===== src/rtl/uart_tx_arbiter.sv =====
// Round-robin arbiter sharing one uart_tx serializer between N byte sources.
// Define UART_ARB_LOCK_EN to keep the grant on one requester until its req_last byte.
module uart_tx_arbiter #(
  parameter int N            = 4,
  parameter int BUSY_TIMEOUT = 15
) (
  input  logic                 clk,
  input  logic                 rst_n,
  input  logic [N-1:0]         req_i,
  input  logic [8*N-1:0]       req_data_i,
  input  logic [N-1:0]         req_last_i,
  output logic [N-1:0]         ack_o,
  output logic                 tx_send_o,
  output logic [7:0]           tx_data_o,
  input  logic                 tx_busy_i,
  output logic [$clog2(N)-1:0] grant_id_o,
  output logic                 active_o,
  output logic                 err_timeout_o
);

  localparam int IW = $clog2(N);
  localparam int SW = IW + 1;
  localparam int CW = ($clog2(BUSY_TIMEOUT + 1) > 4) ? $clog2(BUSY_TIMEOUT + 1) : 4;

  localparam logic [SW-1:0] N_S      = SW'(N);
  localparam logic [IW-1:0] LAST_IDX = IW'(N - 1);
  localparam logic [CW-1:0] TIMEOUT  = CW'(BUSY_TIMEOUT);

  typedef enum logic [1:0] {
    IDLE      = 2'd0,
    LAUNCH    = 2'd1,
    WAIT_BUSY = 2'd2,
    WAIT_DONE = 2'd3
  } state_e;

  state_e        state_q;
  logic [IW-1:0] rrPtr_q;
  logic [CW-1:0] timeoutCnt_q;
  logic          lock_q;

  logic [N-1:0]  reqEff;
  logic [SW-1:0] scanSum;
  logic          selValid;
  logic [IW-1:0] selIdx;
  logic [7:0]    selData;
  logic [N-1:0]  selOneHot;
  logic [IW-1:0] rrPtr_d;
  logic          lockOnAccept;

  // A held lock narrows the candidate set to the requester that owns the packet.
  always_comb begin
    reqEff = req_i;
    if (lock_q) begin
      reqEff             = '0;
      reqEff[grant_id_o] = req_i[grant_id_o];
    end
  end

  always_comb begin
    selValid = 1'b0;
    selIdx   = rrPtr_q;
    scanSum  = '0;
    for (int k = 0; k < N; k++) begin
      scanSum = {1'b0, rrPtr_q} + SW'(k);
      if (scanSum >= N_S) begin
        scanSum = scanSum - N_S;
      end
      if (!selValid && reqEff[scanSum[IW-1:0]]) begin
        selValid = 1'b1;
        selIdx   = scanSum[IW-1:0];
      end
    end
  end

  always_comb begin
    selData   = '0;
    selOneHot = '0;
    for (int k = 0; k < N; k++) begin
      if (selIdx == IW'(k)) begin
        selData      = req_data_i[8*k +: 8];
        selOneHot[k] = 1'b1;
      end
    end
  end

  assign rrPtr_d = (grant_id_o == LAST_IDX) ? '0 : grant_id_o + 1'b1;

`ifdef UART_ARB_LOCK_EN
  assign lockOnAccept = ~req_last_i[selIdx];
`else
  logic unusedLast;
  assign unusedLast   = ^req_last_i;
  assign lockOnAccept = 1'b0;
`endif

  always_ff @(posedge clk or negedge rst_n) begin
    if (!rst_n) begin
      state_q       <= IDLE;
      ack_o         <= '0;
      tx_send_o     <= 1'b0;
      tx_data_o     <= '0;
      grant_id_o    <= '0;
      active_o      <= 1'b0;
      err_timeout_o <= 1'b0;
      rrPtr_q       <= '0;
      timeoutCnt_q  <= '0;
      lock_q        <= 1'b0;
    end else begin
      ack_o         <= '0;
      tx_send_o     <= 1'b0;
      err_timeout_o <= 1'b0;
      case (state_q)
        IDLE: begin
          // tx_busy also covers a frame still shifting out after an arbiter reset.
          if (!tx_busy_i && selValid) begin
            tx_data_o  <= selData;
            grant_id_o <= selIdx;
            ack_o      <= selOneHot;
            lock_q     <= lockOnAccept;
            active_o   <= 1'b1;
            state_q    <= LAUNCH;
          end
        end
        LAUNCH: begin
          tx_send_o    <= 1'b1;
          timeoutCnt_q <= '0;
          state_q      <= WAIT_BUSY;
        end
        WAIT_BUSY: begin
          if (tx_busy_i) begin
            state_q <= WAIT_DONE;
          end else if (timeoutCnt_q == TIMEOUT) begin
            err_timeout_o <= 1'b1;
            lock_q        <= 1'b0;
            rrPtr_q       <= rrPtr_d;
            active_o      <= 1'b0;
            state_q       <= IDLE;
          end else begin
            timeoutCnt_q <= timeoutCnt_q + 1'b1;
          end
        end
        WAIT_DONE: begin
          if (!tx_busy_i) begin
            if (!lock_q) begin
              rrPtr_q <= rrPtr_d;
            end
            active_o <= 1'b0;
            state_q  <= IDLE;
          end
        end
        default: begin
          active_o <= 1'b0;
          state_q  <= IDLE;
        end
      endcase
    end
  end

`ifndef SYNTHESIS
  ackOneHot: assert property (@(posedge clk) disable iff (!rst_n) $onehot0(ack_o));
  sendAfterAck: assert property (@(posedge clk) disable iff (!rst_n) (|ack_o) |=> tx_send_o);
  sendSingle: assert property (@(posedge clk) disable iff (!rst_n) tx_send_o |=> !tx_send_o);
  activeMatch: assert property (@(posedge clk) disable iff (!rst_n) active_o == (state_q != IDLE));
`endif

endmodule


===== config.mk =====
export PLATFORM = sky130hd
export DESIGN_NAME = uart_tx_arbiter
export DESIGN_NICKNAME = d
export VERILOG_FILES = /design/src/rtl/uart_tx_arbiter.sv
export SDC_FILE = /design/constraint.sdc
export NUM_CORES = 1
export LEC_CHECK = 0
export CORE_ASPECT_RATIO = 1.5
export CORE_MARGIN = 10
export CORE_UTILIZATION = 44
export CTS_BUF_LIST = sky130_fd_sc_hd__clkbuf_4 sky130_fd_sc_hd__clkbuf_8 sky130_fd_sc_hd__clkbuf_16
export DETAILED_ROUTE_END_ITERATION = 10
export PLACE_DENSITY = 0.8
export SETUP_SLACK_MARGIN = 0.5
export SKIP_LAST_GASP = 1
export SYNTH_ARGS = -nofsm -noshare
export SYNTH_HDL_FRONTEND = slang
export SYNTH_SLANG_ARGS = --single-unit
export TNS_END_PERCENT = 1

===== constraint.sdc =====
create_clock -name clk -period 2.2 [get_ports clk]
set_input_delay 0.44 -clock clk [delete_from_list [all_inputs] [get_ports clk]]
set_output_delay 0.44 -clock clk [all_outputs]
set_load 0.01 [all_outputs]

======== After elaboration in Yosys (flattened, before gate mapping) ========
Index checks and enable logic that the tools add are counted.
word-level totals
  register bits after elaboration ......... 26
  input port bits ......................... 43
  output and inout port bits .............. 17
cells by class
  $add $sub $neg .......................... 9
  order comparisons ....................... 10
  equality and inequality tests ........... 15
  muxes and demuxes ....................... 60
  bitwise gates (word level) .............. 1
  reduce and logical (&&, ||, !) cells .... 21
operators with widths
  operator               number
  $mux W2                17
  $mux W8                4
  $mux W1                23
  $mux W4                5
  $lt A2 B3 Y1 const B   5
  $ne A2 B2 Y1 const B   6
  $bmux W1 S2            5
  $eq A2 B2 Y1 const B   5
  $reduce_and A5 Y1      2
  $ge A3 B3 Y1 const B   3
  $pmux W2 S4            1
  $pmux W4 S2            1
  $sub A2 B1 Y2 const B  4
  $add A2 B2 Y3 const B  2
  $reduce_and A3 Y1      2
  $reduce_bool A2 Y1     3
  $logic_and A1 B1 Y1    5
  $add A4 B1 Y4 const B  1
  $and A4 B4 Y4          1
  $eq A2 B1 Y1 const B   2
  $eq A4 B4 Y1 const B   1
  $logic_not A1 Y1       4
  $logic_not A2 Y1       2
  $pmux W2 S2            1
  other kinds (11)       11

======== Logic depth before layout (Yosys ltp) ========
  depth in word-level cells ............... 23
  gate-level depth with buffers ........... 8
  gate-level depth less buffers ........... 7

======== Worst setup path before layout ========
No wires, ideal clock.
  path kind ............................... in2reg
  from .................................... in req_i[1]
  to ...................................... reg tx_data_o[4]
  setup time .............................. 0.126 ns
  data arrival time ....................... 1.722 ns
  data required time ...................... 2.074 ns
  slack ................................... 0.352 ns
  cell stages on the path ................. 7
  buffers on the path ..................... 2
  cells stage by stage .................... buf_2 -> nor3b_2 -> a2111o_1 -> buf_4 -> nand2_2 -> a31o_2 -> o32a_1
between the ends
  cells in the longest elaborated chain, start to end .. 21
  elaborated cells between the ends (all ways) .. 36
RTL lines
  what                            line  text
  start, declared                 9     input logic [N-1:0] req_i,
  $bmux W1 S2                     55    reqEff[grant_id_o] = req_i[grant_id_o];
  $mux W1 (implied by the code)   55
  $and A4 B4 Y4 (no source line)  -
  $mux W4 (*)                     53    if (lock_q) begin
  $bmux W1 S2                     68    if (!selValid && reqEff[scanSum[IW-1:0]]) begin
  $mux W1 (implied by the code)   68
  $mux W1                         68
  $logic_not A1 Y1                68
  [2 not listed]                  -
  $logic_not A1 Y1                68
  $logic_and A1 B1 Y1             68
  $mux W1                         68
  $logic_not A1 Y1                68
  $logic_and A1 B1 Y1             68
  $mux W2                         68
  $logic_not A2 Y1                79    if (selIdx == IW'(k)) begin
  $mux W8 (4 in series)           79
  end signal, assigned            116   tx_data_o <= selData;
  end, declared                   14    output logic [7:0] tx_data_o,
Every way passes the cells marked *; elsewhere a longest branch is shown, timed or not. The select of a mux whose other input is x is not followed.
A chain may end at the register's enable or synchronous reset.

======== Worst setup path after layout ========
  from .................................... reg rrPtr_q[1]
  to ...................................... reg tx_data_o[4]
between the ends
  cells in the longest elaborated chain, start to end .. 19
  elaborated cells between the ends (all ways) .. 47
RTL lines
  what                                                                    line  text
  start, declared                                                         37    logic [IW-1:0] rrPtr_q;
  start signal, assigned                                                  135   rrPtr_q <= rrPtr_d;
  start signal, assigned                                                  145   rrPtr_q <= rrPtr_d;
  parallel branches: the longest is 19 deep, another holds $add A2 B1 Y3  -
Several ways; the timed one is not identified. The select of a mux whose other input is x is not followed.

==> Flow_metrics.wiki <==
{| class="wikitable"
! Metric !! Value
|-
| Status || complete, no violations
|-
| Post-synth design cell area || 1580 µm²
|-
| Dominant delay contributor by cell family on the critical path || compound AO/OA/AOI/OAI gates
|-
| Remaining Overflow, GRT || 0
|-
| Starting density of the core || 0.459
|-
| Max Transition Viols Final || 0
|-
| Buffer cell driving the clock tree root || clkbuf_8
|-
| Setup_tns || 0 ps
|-
| Iteration-0 DRC count of the detailed router || 95
|-
| Maximum number of pins on one net before global-route repair || 26
|-
| Layout Cell Area excl Fill || 2500 µm²
|-
| Slew of the pin with the lowest slew margin || 374 ps
|-
| # hold bufs at CTS || 0
|-
| Hold Violations, Final || 0
|-
| Count of unique library cells instantiated by Yosys || 45
|-
| Proportion of synthesized chip area in sequential cells || 0.396
|-
| Async SR Flop Fraction || 1.00
|-
| Count of state elements after synthesis || 25
|-
| Setup violators final || 0
|-
| Area Overhead vs Synth || 58.1%
|-
| Power density over cell area || 1060 nW/µm²
|-
| Worst Path Buf+Inv || 1
|-
| Most instantiated flip-flop cell in the synthesis netlist || dfrtp_1
|-
| EDFF count, synth || 0
|-
| Critical Path Sink Type || register
|-
| Routed via count || 1656
|-
| Clock latency on the worst-skew pair || 270 ps
|-
| Critical-path top delay cell || dfrtp_1
|-
| Clock transition at the register clock pins on the worst setup and hold paths after CTS || 100 ps
|-
| Category of the most critical setup path || reg -> reg
|-
| Total routed wirelength || 4980 µm
|-
| Share of the clock period used by the worst path || 0.855
|-
| I/O pin total || 60
|-
| Number of global-route vias before repair || 1748
|-
| YS warnings || 0
|-
| DP Wirelength || 3850 µm
|-
| Class of the tightest hold or removal check || reg -> reg
|-
| Data arrival at the endpoint of the critical path || 2040 ps
|-
| Max Freq || 532 MHz
|-
| Area post-placement || 2390 µm²
|-
| Power Total || 2650 µW
|-
| Overall die width || 69.0 µm
|-
| Required time at the worst-slack endpoint || 2360 ps
|-
| Final net count || 305
|-
| Max-Cap Viols || 0
|-
| Initial antenna violation count || 0
|-
| Num CTS Buffers || 3
|-
| Final RePlAce weighted congestion || 0.800
|-
| Critical path fanouts, max || 8
|-
| Wire length per cell after detailed routing || 16.8 µm
|-
| Clock tree from TritonCTS || built
|-
| First-pass iteration count of the detailed router || 4
|-
| Longest Clk Path Bufs || 2
|-
| Setup repair after global routing missed its margin || yes
|-
| Quantity of I/O buffers inserted on ports || 55
|-
| Antenna diode instance count || 0
|-
| # DRC || 0
|-
| Number of antenna-violating nets in the routed design || 0
|-
| Remaining max-slew budget at the tightest pin || 0.751
|-
| Post-Route Skew || 3.96 ps
|-
| Number of vias per cell after detailed routing || 5.58
|-
| First-pass GRT wire length || 8180 µm
|-
| Sink Count || 25
|-
| CORE AREA || 3450 µm²
|-
| Chip Height || 93.4 µm
|-
| Share of final-layout standard cells stronger than drive strength 1 || 0.208
|-
| Maximum cell stage delay along the critical path || 420 ps
|-
| Row count || 26
|-
| Post-synthesis cell count || 176
|-
| Critical path cell sequence || nor3b_4 -> a2111o_1 -> buf_6 -> nand2_8 -> a31o_4 -> o32a_1
|-
| Leakage power total || 0.00107 µW
|-
| Area of the die || 6440 µm²
|-
| Global routing usage summed across all routing layers || 0.157
|-
| Post-synthesis net count || 225
|-
| Synth Area per Inst || 8.99 µm²
|-
| Worst setup SP type || register
|-
| Peak VDD IR || 0.000673 V
|-
| Depth of the CTS H-tree || 1
|-
| Minimum period implied by the final worst setup slack || 1880 ps
|}
==> registers in the layout (all words and copies together), names as in the netlist <==
register	count
tx_data_o	8
ack_o	4
timeoutCnt_q	4
grant_id_o	2
rrPtr_q	2
state_q	2
active_o	1
err_timeout_o	1
tx_send_o	1
==> cells in the final DEF, fill, tap and decap left out, types with 2 or more instances in the layout <==
cell / synthesis / layout
a21oi_1: 14 / 13
nor3_1: 3 / 3
buf_4: 2 / 24
nand4_1: 4 / 4
dfrtp_1: 25 / 24
o31a_1: 2 / 2
o21a_1: 2 / 2
nor2_1: 12 / 11
o22ai_2: 0 / 2
a211o_1: 2 / 2
nor2b_1: 6 / 5
o21ai_1: 2 / 2
o41ai_2: 2 / 2
o32a_1: 3 / 3
clkbuf_8: 0 / 3
a31o_4: 0 / 3
nand3_1: 16 / 15
and3_1: 3 / 2
buf_6: 1 / 3
ha_1: 6 / 6
clkdlybuf4s15_1: 0 / 3
clkdlybuf4s50_1: 0 / 51
nand2_1: 18 / 18
and2_1: 4 / 4
a31oi_1: 2 / 2
o21ai_0: 11 / 11
inv_1: 7 / 7
==> routing by layer <==
layer	vias up	part of all wire	track usage
li1	805	-	-
met1	793	0.41	0.181
met2	53	0.49	0.273
met3	5	0.090	0.0382
met4	0	0.011	0.0462
met5	-	0	0
==> tightest hold or removal path: cells and delay by family (launching register included) <==
kind            cells  cell delay [ps]
compound gates      1               40
flops               1              350
simple gates        1               60
==> cells by family (layout without fill, tap and decap cells) <==
logic type / after synthesis / count (layout) / synth area share
flip-flops: 25 / 25 / 0.396
AND/OR/NAND/NOR: 72 / 72 / 0.229
AO/OA/AOI/OAI: 56 / 56 / 0.268
adder cells (fa/ha/maj): 6 / 6 / 0.0475
XOR/XNOR: 1 / 1 / 0.00554
multiplexers: 1 / 1 / 0.00712
buffers and inverters: 15 / 94 / 0.0475
==> final cells by class <==
type / instances / area, µm²
Sequential cell: 25 / 627
Clock inverter: 1 / 7.51
Timing Repair Buffer: 83 / 774
Tap cell: 42 / 52.6
Clock buffer: 3 / 41.3
Multi-Input combinational cell: 136 / 971
Inverter: 7 / 26.3
Fill cell: 277 / 948
==> path summary, 6_finish.rpt <==
kind	to	from	slack, ps	depth (start not counted)
hold reg to reg	tx_data_o[2]$_DFFE_PN0P_	tx_data_o[2]$_DFFE_PN0P_	490	2
max in group asynchronous	rrPtr_q[0]$_DFFE_PN0P_	rst_n	1390	2
min in group asynchronous	ack_o[0]$_DFF_PN0_	rst_n	530	2
hold / removal	tx_data_o[2]$_DFFE_PN0P_	tx_data_o[2]$_DFFE_PN0P_	490	2
setup reg to reg	tx_data_o[4]$_DFFE_PN0P_	rrPtr_q[1]$_DFFE_PN0P_	320	6
setup / recovery	tx_data_o[4]$_DFFE_PN0P_	rrPtr_q[1]$_DFFE_PN0P_	320	6
==> power by group <==
part	internal, µW	switching, µW	leakage (µW)
registers	631	151	0.000314
clock network	128	158	0.0000217
logic	816	768	0.000731
total	1580	1080	0.00107
==> repair_timing <==
| action | in CTS | in global routing |
|---|---|---|
| pin swaps | 4 | 3 |
| endpoints found under the setup margin | 19 | 21 |
| cloned | 2 | 0 |
| gates resized for setup | 16 | 1 |
| hold endpoints to repair | 0 | 0 |
| buffers inserted | 1 | 0 |
==> synthesized netlist by cell type (2+ instances only) <==
cell / n / area, µm²
o31a_1: 2 / 17.5
o41ai_2: 2 / 32.5
and3_1: 3 / 18.8
o21ai_1: 2 / 10.0
ha_1: 6 / 75.1
nor2_1: 12 / 45.0
a31o_2: 3 / 26.3
buf_4: 2 / 15.0
nor3_1: 3 / 15.0
nand4_1: 4 / 25.0
nor2b_1: 6 / 37.5
o32a_1: 3 / 30.0
clkbuf_1: 2 / 7.51
inv_1: 7 / 26.3
nand2_1: 18 / 67.6
dfrtp_1: 25 / 626
o22ai_1: 2 / 12.5
buf_2: 3 / 15.0
a31oi_1: 2 / 12.5
o21ai_0: 11 / 55.1
nand3_1: 16 / 80.1
and2_1: 4 / 25.0
a211o_1: 2 / 17.5
a21oi_1: 14 / 70.1
o21a_1: 2 / 15.0
==> metrics by stage <==
stage / instances / utilization / hold WS [ps] / worst slack, ps
after detailed placement: 290 / 0.694 / 471 / -228
after global placement: 290 / 0.694 / 461 / -191
after floorplan: 176 / - / 144 / 454
after global routing: 297 / 0.725 / 531 / 272
after CTS: 297 / 0.724 / 493 / 319
final: 297 / 0.725 / 487 / 319
Power figures use the tool's default switching activity.
